<file path="config.mk">
export PLATFORM = sky130hd
export DESIGN_NAME = spi3w_agc_responder
export DESIGN_NICKNAME = d
export VERILOG_FILES = /design/src/rtl/spi_agc_pkg.sv /design/src/rtl/spi_pin_sync.sv /design/src/rtl/spi3w_agc_responder.sv
export SDC_FILE = /design/constraint.sdc
export NUM_CORES = 1
export LEC_CHECK = 0
export ABC_AREA = 1
export BUFFER_PORTS_ARGS = -buffer_cell sky130_fd_sc_hd__buf_2
export CELL_PAD_IN_SITES_DETAIL_PLACEMENT = 1
export CELL_PAD_IN_SITES_GLOBAL_PLACEMENT = 2
export CORE_MARGIN = 3
export CORE_UTILIZATION = 31
export DETAILED_ROUTE_END_ITERATION = 6
export HOLD_SLACK_MARGIN = 0.12
export PLACE_DENSITY = 0.85
export SYNTH_ARGS = -nofsm -noshare
export SYNTH_HDL_FRONTEND = slang
export SYNTH_SLANG_ARGS = --single-unit
export TNS_END_PERCENT = 20
</file>
<file path="constraint.sdc">
create_clock -name main_clk -period 3 [get_ports main_clk]
set_input_delay 0.3 -clock main_clk [delete_from_list [all_inputs] [get_ports main_clk]]
set_output_delay 0.3 -clock main_clk [all_outputs]
set_load 0.01 [all_outputs]
</file>
<file path="src/rtl/spi_agc_pkg.sv">
// spi_agc_pkg: frame geometry, opcodes and FSM state type shared by the AGC SPI master and responder.
package spi_agc_pkg;
    localparam int FRAME_BITS = 16;
    localparam int CMD_BITS = 8;
    localparam int ADDR_W = 7;
    localparam int R1W0_BIT = FRAME_BITS - 1;
    localparam int CMD_RW_BIT = R1W0_BIT - (FRAME_BITS - CMD_BITS);
    localparam logic OP_WRITE = 1'b0;
    localparam logic OP_READ = 1'b1;
    typedef enum logic [2:0] {ST_IDLE, ST_CMD, ST_WDATA, ST_RDATA, ST_DONE} state_e;
endpackage

</file>
<file path="src/rtl/spi_pin_sync.sv">
// spi_pin_sync: 2-flop synchronizer plus one delay flop so the parent can form edge pulses.
module spi_pin_sync #(
    parameter logic INIT = 1'b0
) (
    input  logic main_clk,
    input  logic reset,
    input  logic d,
    output logic q,
    output logic q_dly
);
    logic [2:0] s_q, s_d;
    always_comb s_d = {s_q[1:0], d};
    always_ff @(posedge main_clk or posedge reset)
        if (reset) s_q <= {3{INIT}};
        else s_q <= s_d;
    assign q = s_q[1];
    assign q_dly = s_q[2];
endmodule

</file>
<file path="src/rtl/spi3w_agc_responder.sv">
// spi3w_agc_responder: oversampled 3-wire SPI slave modelling the AGC register file.
// Read turnaround on SDIO exists only when SPI3W_RESP_READ_EN is defined.
module spi3w_agc_responder
    import spi_agc_pkg::*;
#(
    parameter int NUM_REGS = 8,
    parameter logic [7:0] RST_VAL = 8'h00
) (
    input  logic                  main_clk,
    input  logic                  reset,
    input  logic                  spi_csb,
    input  logic                  spi_sclk,
    input  logic                  sdio_i,
    output logic                  sdio_o,
    output logic                  sdio_oe,
    output logic [NUM_REGS*8-1:0] reg_q,
    output logic                  wr_stb,
    output logic [ADDR_W-1:0]     wr_addr,
    output logic                  frame_err
);
    localparam int IDX_W = (NUM_REGS > 1) ? $clog2(NUM_REGS) : 1;
    logic csb_s, csb_p, sclk_s, sclk_p, csb_rise, csb_fall, sclk_rise;
    logic [1:0] sdio_q, sdio_d;
    state_e state_q, state_d;
    logic [4:0] cnt_q, cnt_d;
    logic [CMD_BITS-1:0] sh_q, sh_d, cmd_n;
    logic rw_q, rw_d, wr_stb_q, wr_stb_d, frame_err_q, frame_err_d;
    logic [ADDR_W-1:0] addr_q, addr_d, wr_addr_q, wr_addr_d;
    logic [7:0] regs_q [NUM_REGS];
    logic [7:0] regs_d [NUM_REGS];
    spi_pin_sync #(.INIT(1'b1)) u_csb (.main_clk(main_clk), .reset(reset), .d(spi_csb), .q(csb_s), .q_dly(csb_p));
    spi_pin_sync #(.INIT(1'b0)) u_sclk (.main_clk(main_clk), .reset(reset), .d(spi_sclk), .q(sclk_s), .q_dly(sclk_p));
    assign sdio_d = {sdio_q[0], sdio_i};
    assign csb_rise = csb_s & ~csb_p;
    assign csb_fall = ~csb_s & csb_p;
    assign sclk_rise = sclk_s & ~sclk_p;
    assign cmd_n = {sh_q[CMD_BITS-2:0], sdio_q[1]};
    // csb is tested first so a coincident sclk edge is dropped.
    always_comb begin
        state_d = state_q;
        cnt_d = cnt_q;
        sh_d = sh_q;
        rw_d = rw_q;
        addr_d = addr_q;
        wr_addr_d = wr_addr_q;
        regs_d = regs_q;
        wr_stb_d = 1'b0;
        frame_err_d = 1'b0;
        if (csb_rise) begin
            state_d = ST_IDLE;
            frame_err_d = state_q inside {ST_CMD, ST_WDATA, ST_RDATA};
            if (state_q == ST_DONE && rw_q == OP_WRITE) begin
                wr_stb_d = 1'b1;
                wr_addr_d = addr_q;
                if (32'(addr_q) < NUM_REGS) regs_d[addr_q[IDX_W-1:0]] = sh_q;
            end
        end else if (state_q == ST_IDLE) begin
            if (csb_fall) begin
                state_d = ST_CMD;
                cnt_d = '0;
                sh_d = '0;
            end
        end else if (sclk_rise && state_q != ST_DONE) begin
            sh_d = cmd_n;
            cnt_d = cnt_q + 5'd1;
            if (state_q == ST_CMD && cnt_q == 5'(CMD_BITS - 1)) begin
                rw_d = cmd_n[CMD_RW_BIT];
                addr_d = cmd_n[ADDR_W-1:0];
                state_d = (cmd_n[CMD_RW_BIT] == OP_READ) ? ST_RDATA : ST_WDATA;
            end
            if (cnt_q == 5'(FRAME_BITS - 1)) state_d = ST_DONE;
        end
    end
    always_ff @(posedge main_clk or posedge reset)
        if (reset) begin
            sdio_q <= '0;
            state_q <= ST_IDLE;
            cnt_q <= '0;
            sh_q <= '0;
            rw_q <= 1'b0;
            addr_q <= '0;
            wr_addr_q <= '0;
            wr_stb_q <= 1'b0;
            frame_err_q <= 1'b0;
            for (int i = 0; i < NUM_REGS; i++) regs_q[i] <= RST_VAL;
        end else begin
            sdio_q <= sdio_d;
            state_q <= state_d;
            cnt_q <= cnt_d;
            sh_q <= sh_d;
            rw_q <= rw_d;
            addr_q <= addr_d;
            wr_addr_q <= wr_addr_d;
            wr_stb_q <= wr_stb_d;
            frame_err_q <= frame_err_d;
            regs_q <= regs_d;
        end
    for (genvar g = 0; g < NUM_REGS; g++) assign reg_q[8*g +: 8] = regs_q[g];
    assign wr_stb = wr_stb_q;
    assign wr_addr = wr_addr_q;
    assign frame_err = frame_err_q;
`ifdef SPI3W_RESP_READ_EN
    logic sclk_fall, so_q, so_d, oe_q, oe_d;
    logic [7:0] rd_q, rd_d;
    assign sclk_fall = ~sclk_s & sclk_p;
    // Snapshot the addressed register on the 8th rise, then shift it out MSB first on falls.
    always_comb begin
        rd_d = rd_q;
        so_d = so_q;
        oe_d = oe_q;
        if (csb_rise) oe_d = 1'b0;
        else if (state_q == ST_CMD && sclk_rise && cnt_q == 5'(CMD_BITS - 1))
            rd_d = (32'(cmd_n[ADDR_W-1:0]) < NUM_REGS) ? regs_q[cmd_n[IDX_W-1:0]] : 8'h00;
        else if (state_q == ST_RDATA && sclk_fall) begin
            oe_d = 1'b1;
            so_d = rd_q[7];
            rd_d = {rd_q[6:0], 1'b0};
        end
    end
    always_ff @(posedge main_clk or posedge reset)
        if (reset) begin
            rd_q <= '0;
            so_q <= 1'b0;
            oe_q <= 1'b0;
        end else begin
            rd_q <= rd_d;
            so_q <= so_d;
            oe_q <= oe_d;
        end
    assign sdio_o = so_q;
    assign sdio_oe = oe_q;
`else
    assign sdio_o = 1'b0;
    assign sdio_oe = 1'b0;
`endif
endmodule

</file>
==> results of run 1 <==
==> routing by layer <==
metal  wire [um]  share of wire
met4         157          0.015
met1        5020           0.47
met5           0              0
met2        5070           0.48
met3         429          0.040
==> logic make-up after synthesis <==
logic type                 Yosys count  share of synthesized area
AOI/OAI and AO/OA                   89                      0.112
and+or+nand+nor                    172                      0.191
adders and majority gates            4                     0.0119
buffers and inverters               44                     0.0586
other                                1                   0.000891
DFF                                105                      0.626
==> where the power goes <==
group	switching [mW]	leakage [nW]	internal, mW
Combinational	0.166	0.982	0.0502
Sequential	0.0255	1.44	1.44
Clock	0.530	0.152	0.732
==> worst reg2reg max path, stage by stage, from the launching register on <==
cell	delay [ps]
sky130_fd_sc_hd__dfstp_2	540
sky130_fd_sc_hd__inv_1	40
sky130_fd_sc_hd__ha_1	180
sky130_fd_sc_hd__inv_1	140
sky130_fd_sc_hd__nand4_1	530
sky130_fd_sc_hd__o21ai_0	380
==> state kept, by name (all words and copies together), names as in the netlist, 2 cells and up <==
signal	count
cnt_q	5
state_q	3
wr_addr	7
sh_q	8
u_csb.s_q	3
reg_q	64
addr_q	7
sdio_q	2
u_sclk.s_q	3
==> per-stage QoR <==
step                utilization  cells
finish                    0.390    669
global route              0.390    669
CTS                       0.390    669
detailed placement        0.364    651
global placement          0.364    651
floorplan                     -    416
==> cells in the final DEF (no fill, tap or decap), types with 2 or more instances in the layout <==
cell	synthesis	routed
sky130_fd_sc_hd__clkbuf_16	0	9
sky130_fd_sc_hd__clkinvlp_4	0	2
sky130_fd_sc_hd__o21ai_0	41	41
sky130_fd_sc_hd__conb_1	1	2
sky130_fd_sc_hd__nor2_1	17	17
sky130_fd_sc_hd__inv_1	27	26
sky130_fd_sc_hd__bufinv_16	0	2
sky130_fd_sc_hd__nand2_1	126	126
sky130_fd_sc_hd__a21oi_1	2	2
sky130_fd_sc_hd__nand4_1	5	5
sky130_fd_sc_hd__nand3_2	2	2
sky130_fd_sc_hd__inv_6	0	2
sky130_fd_sc_hd__o21ai_2	7	7
sky130_fd_sc_hd__buf_2	2	77
sky130_fd_sc_hd__nand2_4	6	6
sky130_fd_sc_hd__nand3_4	3	3
sky130_fd_sc_hd__nand3_1	7	7
sky130_fd_sc_hd__dfstp_2	3	3
sky130_fd_sc_hd__clkinv_2	1	2
sky130_fd_sc_hd__dfrtp_1	102	102
sky130_fd_sc_hd__o21ai_1	39	39
sky130_fd_sc_hd__ha_1	4	4
sky130_fd_sc_hd__dlygate4sd3_1	0	3
==> repair_timing <==
item,CTS,global route
hold endpoints to repair,3,0
hold buffers,3,0
setup buffers,0,0
==> final cells by class <==
type                       count  area (um^2)  area share
clock buffer                   9          225      0.0446
clock inverter                 6         90.1      0.0179
inverter                      29          116      0.0231
multi-input combinational    267         1330       0.264
sequential                   105         2630       0.521
tap                          172          215      0.0426
timing repair buffer          81          435      0.0863
==> worst paths after layout <==
path / start / endpoint / cells past startpoint
worst max-delay path: u_csb.s_q[2] / cnt_q[2] / 5
worst min-delay path: reset / frame_err / 3
worst max register to register: u_csb.s_q[2] / cnt_q[2] / 5
worst min register to register: u_sclk.s_q[0] / u_sclk.s_q[1] / 0
max in group asynchronous: reset / reg_q[12] / 3
min in group main_clk: u_sclk.s_q[0] / u_sclk.s_q[1] / 0
==> results list, run 1 <==
- Outcome: finished, final reports clean
- In this run the worst hold path is classified as input pin to async pin.
* Setup slack at placement: ~1100 ps
- CTS H-Tree Depth: 3
* Die width: 122 um
* Most Frequent Cell on Critical Path: sky130_fd_sc_hd__inv_1
- Final cycle utilization of the critical path: 0.637
* Clock latency on the worst-skew pair: approximately 350 ps
- Setup repair after global routing missed its margin: no
* Starting utilization of the core area: 0.325
* Number of nets in the layout: 502
- The cell sitting at the root of the clock tree is a sky130_fd_sc_hd__clkbuf_16.
- In the synthesized netlist the async set-or-reset flop fraction comes to 1.00.
- Slack of the critical path: approximately 1100 ps
* Setup CP Type: register to register
* Post-route antenna net violation count: 0
- Clock skew: roughly 11 ps
* Core footprint: approximately 13000 um^2
* Worst setup SP type: register
- The tightest hold path in the finished design has a slack of around 91 ps.
- Setup violations remaining at the end of the flow were counted as 0.
- STA classifies the critical path endpoint as a register.
- The largest individual stage delay along the critical path comes from the cell sky130_fd_sc_hd__dfstp_2.
- Mean number of vias per cell: 4.63
* Number of antenna diodes: 0
* Global routing usage summed across all routing layers: 0.146
- After synthesis, the netlist uses 28 different library cells.
- After synthesis, the cell types taking the most area are sky130_fd_sc_hd__dfrtp_1 61%, sky130_fd_sc_hd__nand2_1 11%, sky130_fd_sc_hd__o21ai_0 4.9%.
- The global routing stage identified its most utilized layer as met2.
- Max Buffers Root-to-Sink: 2
- Compared with the post-synthesis result, the final layout area differs by 20.0%.
* Fill cells: between 1500 and 2000
- Maximum fanout encountered on the critical timing path: 13
- The die covers 15000 um^2.
- Number of antenna violations at the first check in global routing: 0
* Summed negative setup slack over all endpoints: 0 ps
- The first detailed-routing pass took 4 iterations.
* Flop-to-flop setup slack: about 1100 ps
- Number of warnings issued by yosys: 0
* Worst stage delay on the critical path: between 500 and 600 ps
- Via count of the first global-routing pass: 3194
* WL per Instance: around 16 um
* Remaining max-slew budget at the tightest pin: 0.577
- Final Hold Viols: 0
* Number of clock buffers inserted by TritonCTS: 9
* Std-Cell Rows: 41
* Overall power consumption: roughly 2.9 mW
- Synthesis handed over a netlist of between 400 and 500 instances.
- Worst IR drop on VDD: ~0.00023 V
- After clock tree synthesis, the clock-pin slew on the worst setup and hold paths is around 70 ps.
- Yosys instantiated no cell more often than sky130_fd_sc_hd__nand2_1.
* Mapped cell area: between 4000 and 5000 um^2
- Count of routing violations after the opening detailed-route iteration: 178
- For the pin with the worst max-slew slack, the measured transition is around 630 ps.
- Number of synthesized flops with an enable pin: 0
- Cts repair resizes: 0
- Detailed Route WL: roughly 11000 um
* Area of placed instances: about 4700 um^2
- Buf+Inv Stages, Crit Path: 2
- TritonCTS built the clock tree.
* DRC violation count after routing: 0
* Buffers added on ports: 77
- The critical path goes through inv_1 > ha_1 > inv_1 > nand4_1 > o21ai_0.
- Vertical die dimension: roughly 120 um
* Met1 Track Usage GR: 0.203
* Mean Syn Cell Area: between 10 and 15 um^2
* Top delay family on crit path: flip-flops
* Met2 Usage GRT: 0.227
- The finished cells cover 5050 um^2.
- Synthesized flop and latch total: ~110
- For this run, the register share of the synthesized area comes to 0.626.
- Main flop type after synthesis: sky130_fd_sc_hd__dfrtp_1
- Boundary pin count: 80
- After legalization and detailed placement, the total HPWL measured around 7300 um.
* Max Transition Viols Final: 0
- Most area-hungry cell type in the Yosys netlist: sky130_fd_sc_hd__dfrtp_1
- Share of final-layout standard cells stronger than drive strength 1: 0.245
- List of most frequent post-synthesis cells: 126 x sky130_fd_sc_hd__nand2_1, 102 x sky130_fd_sc_hd__dfrtp_1, 41 x sky130_fd_sc_hd__o21ai_0
* Met3 Use GR: 0.0309
- CTS sink count: about 110
- The share of synthesized area in the top cell type comes to 0.607.
- Global routing finished with a remaining overflow of 0.
- Maximum clock frequency: between 500 and 600 MHz
* Vias after detailed routing: 3096
- Req. time, crit path: about 3200 ps
- Leakage power figure: ~2.6 nW
- First-pass GRT wire length: 16900 um
- Max-capacitance violation count: 0
- For the finished layout, the period the worst path requires is about 1900 ps.
- Power spread over the standard cell area amounts to between 500 and 600 nW/um^2.
- Final weighted congestion in routability-driven placement: between 0.7 and 0.8
- Entering global routing, the biggest net connects 106 pins.
* Critical path data arrival time: between 2000 and 2500 ps
Power figures use the tool's default switching activity.
==> run 2, diff against run 1 <==
clock period = 1.6 ns   (was 3 ns; I/O delays follow)
==> run 2 against run 1 <==
Against the previous run:
- the run now ends with setup timing left
- die area stayed put
- cell count is 4.2% higher
- power increased by 91%
- largest cell class unchanged
- hold slack improved by 260 ps
- sequential share of layout area fell by 3.7 points
- register-to-register slack worse by 1100 ps
- fmax grew 16%
- clock power rose by 84%
- non-clock buffer count is 23 higher
- core utilization grew 3.0 points
- flip-flop and latch count unchanged
==> results list, run 2 (synthesized netlist as in run 1, its figures left out) <==
* Outcome: complete, but fails checks
- The checks that failed: setup timing.
- Core footprint: approximately 13000 um^2
- The floorplan has 41 rows.
- For the final database, setup skew stands at between 8 and 9 ps.
* Max-capacitance violation count: 0
- In this run the worst hold path is classified as register to register.
* Sequential cell area: between 2000 and 3000 um^2
* Fin Hold WS: 347 ps
* Buffers added on ports: 77
- In the finished design, the share of the clock period the worst path needs comes to 1.03.
- The worst setup path is of the register to register kind.
- The clock drives ~110 sinks.
- CTS H-Tree Depth: 3
* Area of placed instances: between 4000 and 5000 um^2
- At the end of the flow the core is filled with cells to 0.421.
- Leakage power figure: about 2.7 nW
- The number of global-route vias before repair was approximately 3500.
* Worst setup SP type: register
- The initial antenna violation count was 0.
- Highest-count cells in the layout ignoring fill and taps: 113 x sky130_fd_sc_hd__nand2_1, 102 x sky130_fd_sc_hd__dfrtp_1, 77 x sky130_fd_sc_hd__buf_2, 43 x sky130_fd_sc_hd__o21ai_1, 34 x sky130_fd_sc_hd__o21ai_0
- Detailed Route WL: between 10000 and 15000 um
- Max Transition Viols Final: 0
- Power spread over the standard cell area amounts to between 1000 and 1500 nW/um^2.
- Setup repair after global routing missed its margin: yes
- After routing the design area is 5440 um^2.
* Post-route antenna net violation count: 0
- Share of final-layout standard cells stronger than drive strength 1: 0.330
* Starting utilization of the core area: 0.325
- After detailed routing, the average wire length per cell comes to 16.4 um.
- Compared with the post-synthesis result, the final layout area differs by 29.2%.
- The clock reaches the later pin of the worst-skew pair after roughly 350 ps.
- Number of nets in the layout: between 500 and 600
- The floorplan step defined a die boundary enclosing around 15000 um^2.
- After clock tree synthesis, the clock-pin slew on the worst setup and hold paths is 70 ps.
- Once placement completed, the tool counted placed cells totaling roughly 670.
* Final Hold Viols: 0
* Remaining max-slew budget at the tightest pin: 0.578
- After detailed routing, the number of remaining DRC violations is 0.
* TritonCTS clock tree: yes
- The global routing stage identified its most utilized layer as met2.
- VDD sags by at most 0.000510 V.
* Vias after detailed routing: 3250
* Max Buffers Root-to-Sink: 2
- Summed over all nets, the half-perimeter wirelength after detailed placement is around 7600 um.
* Initial DRT Pass Iterations: 4
- Once routing completed, OpenROAD measured the worst setup slack at -48.4 ps.
- Derived from the worst setup path, the maximum achievable clock frequency is 607 MHz.
* Total area of multi-input combinational cells: ~1500 um^2
- Global routing usage summed across all routing layers: 0.165
- Req. time, crit path: roughly 1800 ps
* Transition time at the pin with the least slew margin: ~630 ps
- STA puts the critical path data arrival time at around 1900 ps.
* Cell chosen for the clock root: sky130_fd_sc_hd__clkbuf_16
- Fill cells in the final layout number 1496.
* Met1 Track Usage GR: 0.226
- For met2 alone, demand over resource in global routing was 0.263.
- Most common cell after layout, fill and taps aside: sky130_fd_sc_hd__nand2_1
- The first routing iteration left 197 violations.
- Mean number of vias per cell: 4.66
* Boundary pin count: 80
- Global routing finished with a remaining overflow of 0.
- Entering global routing, the biggest net connects ~110 pins.
- Final weighted congestion in routability-driven placement: slightly above 0.8
- The design draws ~5.6 mW.
* Number of antenna diodes: 0
- The die is approximately 120 um wide.
- Number of flip-flops under the largest register name: 64
- Maximum fanout encountered on the critical timing path: 8
- Subtracting the final worst setup slack from the clock period gives around 1600 ps.
- The worst setup path is captured at a register.
- Once layout is complete, the cells apart from fillers number 697.
* Setup-failing EPs final: 33
* Vertical die dimension: ~120 um
* Met3 Use GR: 0.0304
- Number of clock buffers inserted by TritonCTS: 9
* First-pass GRT wire length: about 19000 um
[run 2: cell types whose count changed in the layout (fill, tap and decap cells not counted), moves of 3 or more]
cell                      before  now
sky130_fd_sc_hd__buf_4         0   18
sky130_fd_sc_hd__nand2_1     126  113
sky130_fd_sc_hd__nand2_2       1   11
sky130_fd_sc_hd__o21ai_0      41   34
sky130_fd_sc_hd__nand2_8       0    5
sky130_fd_sc_hd__nor2_1       17   12
sky130_fd_sc_hd__nor2_2        1    5
sky130_fd_sc_hd__o21ai_1      39   43
sky130_fd_sc_hd__o21ai_2       7   10
[run 2: power breakdown]
group	switching [mW]	total, mW	internal [mW]	leakage, nW
clock	1.00	2.32	1.32	0.151
combinational	0.368	0.561	0.193	1.12
sequential	0.0377	2.75	2.71	1.44
[run 2: repair_timing]
item,in CTS,in global routing
hold buffers,4,0
endpoints found under the setup margin,79,88
cloned,4,0
buffers inserted,4,0
pin swaps,5,3
gates resized for setup,25,20
hold endpoints to repair,105,0
[run 2: per-layer routing]
layer  up-vias  part of all wire
li1       1555                 -
met1      1626              0.48
met2        56              0.47
met3        13             0.032
met4         0             0.016
met5         -                 0
[run 2: path summary, 6_finish.rpt]
check / cells after the start / slack, ps / end / start
setup reg to reg: 9 / -50 / reg_q[34] / u_csb.s_q[1]
setup / recovery: 9 / -50 / reg_q[34] / u_csb.s_q[1]
max in group asynchronous: 4 / 650 / wr_stb / reset
min in group asynchronous: 4 / 470 / u_sclk.s_q[2] / reset
hold reg to reg: 0 / 350 / sdio_q[1] / sdio_q[0]
hold / removal: 0 / 350 / sdio_q[1] / sdio_q[0]
[run 2: layout make-up]
cell class,count,area share
timing repair buffer,104,0.118
clock inverter,4,0.0106
clock buffer,12,0.0472
inverter,29,0.0219
tap,172,0.0396
sequential,105,0.484
multi-input combinational,271,0.278
[run 2: worst max-delay path, stage by stage, from the launching register on]
cell and delay (ps):
sky130_fd_sc_hd__dfstp_2 550, sky130_fd_sc_hd__ha_4 140, sky130_fd_sc_hd__inv_4 50, sky130_fd_sc_hd__nor2_4 120, sky130_fd_sc_hd__nand2_4 90, sky130_fd_sc_hd__nor2_8 110, sky130_fd_sc_hd__buf_12 190, sky130_fd_sc_hd__nand2_8 100
sky130_fd_sc_hd__nand2_1 80, sky130_fd_sc_hd__o21ai_1 60
[run 2: through the flow]
stage	TNS (ps)	setup slack, ps
2_1_floorplan	-974	-74.5
3_3_place_gp	-3300	-94.8
3_5_place_dp	-6360	-140
4_1_cts	-938	-55.4
5_1_grt	-6170	-122
6_report	-945	-48.4
